### src/rtl/packet_injector.sv
// Butterfly-network packet injector: head phit with full route, contiguous payload, idle between packets.
// Optional trailing XOR check phit when PACKET_INJECTOR_CHK_EN is defined.
module packet_injector #(
  parameter int PHIT_W = 16,
  parameter int STAGES = 2,
  parameter int LEN_W  = 4
) (
  input  logic                  i_clk,
  input  logic                  i_rst,
  input  logic                  i_req,
  output logic                  o_req_ready,
  input  logic [2*STAGES-1:0]   i_dest,
  input  logic [LEN_W-1:0]      i_len,
  input  logic [PHIT_W-3:0]     i_data,
  input  logic                  i_data_valid,
  output logic                  o_data_ready,
  output logic [PHIT_W-1:0]     o_phit,
  output logic                  o_done,
  output logic                  o_err
);

  localparam int DEST_W = 2 * STAGES;
  localparam int WORD_W = PHIT_W - 2;

  // State names what is currently on o_phit.
  typedef enum logic [1:0] {
    IDLE = 2'd0,
    HEAD = 2'd1,
    PAY  = 2'd2,
    CHK  = 2'd3
  } state_t;

  state_t           state;
  logic [LEN_W-1:0] cnt;
  logic             in_pkt;
  logic             last;
  logic             accept;

  function automatic logic [PHIT_W-1:0] head_phit(input logic [DEST_W-1:0] dest);
    logic [PHIT_W-1:0] h;
    h                       = '0;
    h[PHIT_W-1 -: 2]        = 2'b11;
    h[PHIT_W-3 -: DEST_W]   = dest;
    return h;
  endfunction

  function automatic logic [PHIT_W-1:0] pay_phit(input logic [WORD_W-1:0] w);
    return {2'b10, w};
  endfunction

  assign in_pkt       = (state == HEAD) || (state == PAY);
  assign last         = in_pkt && (cnt == '0);
  assign o_data_ready = in_pkt && (cnt != '0);
  assign accept       = i_req && o_req_ready;

`ifdef PACKET_INJECTOR_CHK_EN
  logic [WORD_W-1:0] acc;
  logic              take;

  assign take        = i_data_valid && o_data_ready;
  assign o_req_ready = (state == IDLE) || (state == CHK);

  // Running XOR of the packet's payload; cleared when the next request is taken.
  always_ff @(posedge i_clk) begin
    if (accept)
      acc <= '0;
    else if (take)
      acc <= acc ^ i_data;
  end
`else
  assign o_req_ready = (state == IDLE) || last;
`endif

  always_ff @(posedge i_clk or posedge i_rst) begin
    if (i_rst) begin
      state  <= IDLE;
      cnt    <= '0;
      o_phit <= '0;
      o_done <= 1'b0;
      o_err  <= 1'b0;
    end else begin
      o_done <= 1'b0;
      o_err  <= 1'b0;
      if (o_data_ready) begin
        if (i_data_valid) begin
          state  <= PAY;
          cnt    <= cnt - LEN_W'(1);
          o_phit <= pay_phit(i_data);
`ifdef PACKET_INJECTOR_CHK_EN
`else
          o_done <= (cnt == LEN_W'(1));
`endif
        end else begin
          // Underrun: a stall would let downstream allocators drop the port mid-packet.
          state  <= IDLE;
          o_phit <= '0;
          o_err  <= 1'b1;
        end
      end else if (accept) begin
        state  <= HEAD;
        cnt    <= i_len;
        o_phit <= head_phit(i_dest);
`ifdef PACKET_INJECTOR_CHK_EN
`else
        o_done <= (i_len == '0);
`endif
      end
`ifdef PACKET_INJECTOR_CHK_EN
      else if (last) begin
        state  <= CHK;
        o_phit <= pay_phit(acc);
        o_done <= 1'b1;
      end
`endif
      else begin
        state  <= IDLE;
        o_phit <= '0;
      end
    end
  end

endmodule

### config.mk
export PLATFORM = sky130hd
export DESIGN_NAME = packet_injector
export DESIGN_NICKNAME = d
export VERILOG_FILES = /design/src/rtl/packet_injector.sv
export SDC_FILE = /design/constraint.sdc
export NUM_CORES = 1
export LEC_CHECK = 0
export CAP_MARGIN = 20
export CELL_PAD_IN_SITES_DETAIL_PLACEMENT = 1
export CELL_PAD_IN_SITES_GLOBAL_PLACEMENT = 1
export CORE_MARGIN = 4
export CORE_UTILIZATION = 31
export CTS_CLUSTER_SIZE = 10
export DETAILED_ROUTE_END_ITERATION = 6
export PLACE_DENSITY = 0.92
export SLEW_MARGIN = 10
export SYNTH_ARGS = -nofsm -noshare
export SYNTH_HDL_FRONTEND = slang
export SYNTH_SLANG_ARGS = --single-unit
### constraint.sdc
create_clock -name i_clk -period 5.1 [get_ports i_clk]
set_input_delay 1.02 -clock i_clk [delete_from_list [all_inputs] [get_ports i_clk]]
set_output_delay 1.02 -clock i_clk [all_outputs]
set_load 0.005 [all_outputs]
==> impl_metrics.toml <==
[run_status]
outcome = "complete, no violations"

[synth]
synth_area_leaders = "dfrtp_1, and3_1, ha_1"
synth_area_leader_cell = "dfrtp_1"
yosysSeqAreaShare_pct = 59.7
ys_ff_latch = 23
ys_types = 28
synth_area_sq_um = 963
yosysTopAreaCellShare_pct = 59.7
synth_fp_nets = 114
ys_warn_count = 0
syn_area_per_cell_sq_um = 11.3
synthCells = 85

[sta]
fin_skew_ps = 1.45
rsz0062_at_grt = "no"
slew_violations = 0
finalCritPeriodShare_pct = 63.8
whs_ps = 562
finalHoldViolCount = 0
fin_crit_ps = 3250
tightest_slew_ps = 863
setup_viol = 0
fin_ws_ps = 1850
setup_tns_ps = 0
max_freq_ghz = 0.307
maxSlewHeadroom_pct = 42.4

[die]
rows = 19
die_h_um = 63.7
core-area_sq_um = 2850
pin_count = 46
start_util_pct = 33.8
die_w_um = 63.7
die_area_sq_um = 4060

[setup_path]
end_kind = "output pin"
cp_num_buf_inv = 3
r2r-start = "state[0]"
cp.depth = 6
crit_chain = "inv_1 -> ha_1 -> or3b_1 -> nand2_1 -> inv_1 -> clkdlybuf4s50_1"
crit_path_max_incr_delay_ps = 500
cp_slowest_cell = "or3b_1"
r2r_slack_ps = 3180
crit_path_max_fanout = 12
critPathTopFamily = "simple AND/OR/NAND/NOR gates"
arrival_ps = 2230
crit_type = "register to output pin"
r2r-end = "cnt[1]"
start_kind = "register"
timing.critical_path.from = "cnt[1]"
cpMostUsedCell = "inv_1"
reg2reg_depth = 7
cp.required_ps = 4080

[finish]
nets = 161
layout_commonest_cell = "clkdlybuf4s50_1"
multi_input_area_sq_um = 328
antenna_cells = 0
area.growth.synth_to_final_pct = 52.1
drive_gt1_share_pct = 6.87
seq_area_sq_um = 576
num-fill-cells = 320
utilization_pct = 51.4
final_cell_mix = "clkdlybuf4s50_1, dfrtp_1, inv_1, and3_1"

[clock_tree]
path_clk_slew_ps = 120
clockRootBuffer = "clkbuf_4"
cts_hold_buf = 0
cts_sinks = 23
post-cts-setup-buffers = 0
clock_latency_ps = 310
numCtsBuffers = 3
clockBufferDepth = 2
cts_tree = "yes"
cts_resized = 0
cts-htree-levels = 1

[min_path]
min_from = "cnt[0]"
min_delay_path_depth = 1
hold_path_end = "cnt[0]"
hold_path_class = "register to register"

[place]
io_buffer_count = 45
gp_congestion = 0.848
hpwl_mm = 2.08
post-place-ws_ps = 2200

[flow_run]
cap_violations = 0

[routing]
firstDrtPassIters = 3
via_per_inst = 4.98
wirelength_mm = 2.56
vias = 807
dr.first_iter.drc_count = 10
drc = 0
ant_nets = 0
wl_per_cell_um = 15.8

[global_route]
grt_max_degree = 24
grt_overflow = 0
grtUsageTotal_pct = 13.5
grt_pass1_wl_mm = 4.30
antenna_found_initial = 0
grt_pass1_vias = 890

[pwr]
power_density_nw_per_um2 = 494
leakagePower_nw = 0.701
ir_drop_mv = 0.187
==> metal layers <==
layer  global-route usage [%]  routed length [um]  vias to the layer above
li1                         -                   -                      386
met1                     15.0                1080                      384
met2                     25.2                1310                       35
met3                     4.20                 156                        2
met4                     3.23                   4                        0
met5                        0                   0                        -
==> worst max path at each step <==
stage          slack [ps]           end
2_1_floorplan        2870   o_req_ready
3_3_place_gp         2270  o_data_ready
3_5_place_dp         2200  o_data_ready
4_1_cts              1820  o_data_ready
5_1_grt              1700  o_data_ready
6_report             1850  o_data_ready
==> cell type report <==
class                   instances  share of cell area, %
flip-flops and latches         23                   39.3
clock buffers                   3                   1.54
well taps                      31                   2.65
repair buffers                 45                   30.7
inverters                      12                   3.07
multi-input cells              47                   22.4
clock inverters                 1                  0.342
==> state kept, by name (all words and copies together), names as in the netlist <==
name    cells
o_done      1
cnt         4
state       2
o_phit     15
o_err       1
==> logic make-up after synthesis <==
| family | share of synthesized area, % |
|---|---|
| simple gates | 17.0 |
| flops | 59.7 |
| compound gates | 13.1 |
| buf+inv | 6.24 |
| fa+ha+maj | 3.90 |
==> report_power, final <==
| group | leakage [nW] | total, mW | switching (mW) | internal, mW |
|---|---|---|---|---|
| Combinational | 0.380 | 0.360 | 0.167 | 0.194 |
| Sequential | 0.303 | 0.280 | 0.0362 | 0.243 |
| Clock | 0.0177 | 0.0838 | 0.0545 | 0.0293 |
| Total | 0.701 | 0.723 | 0.257 | 0.466 |
==> stage by stage <==
| step | instances | total power, mW | instance area [sq um] |
|---|---|---|---|
| 2_1_floorplan | 85 | 0.469 | 963 |
| 3_3_place_gp | 158 | 0.628 | 1440 |
| 3_5_place_dp | 158 | 0.650 | 1440 |
| 4_1_cts | 162 | 0.738 | 1470 |
| 5_1_grt | 162 | 0.790 | 1470 |
| 6_report | 162 | 0.723 | 1470 |
==> cell usage after synthesis, drive strengths merged <==
library cell  instances
or2                   1
and2                  1
a22o                  4
and3                 10
nand4                 1
and4bb                1
o31ai                 2
a21oi                 3
ha                    3
or3                   1
nor2                  5
nor2b                 1
inv                  12
nor3                  2
dfrtp                23
nand2                 2
a221o                 1
or3b                  1
buf                   1
o22ai                 1
o211ai                2
a32oi                 1
nand3                 2
clkbuf                2
o21ai                 2
No activity file was read; power rests on OpenSTA's default activity.
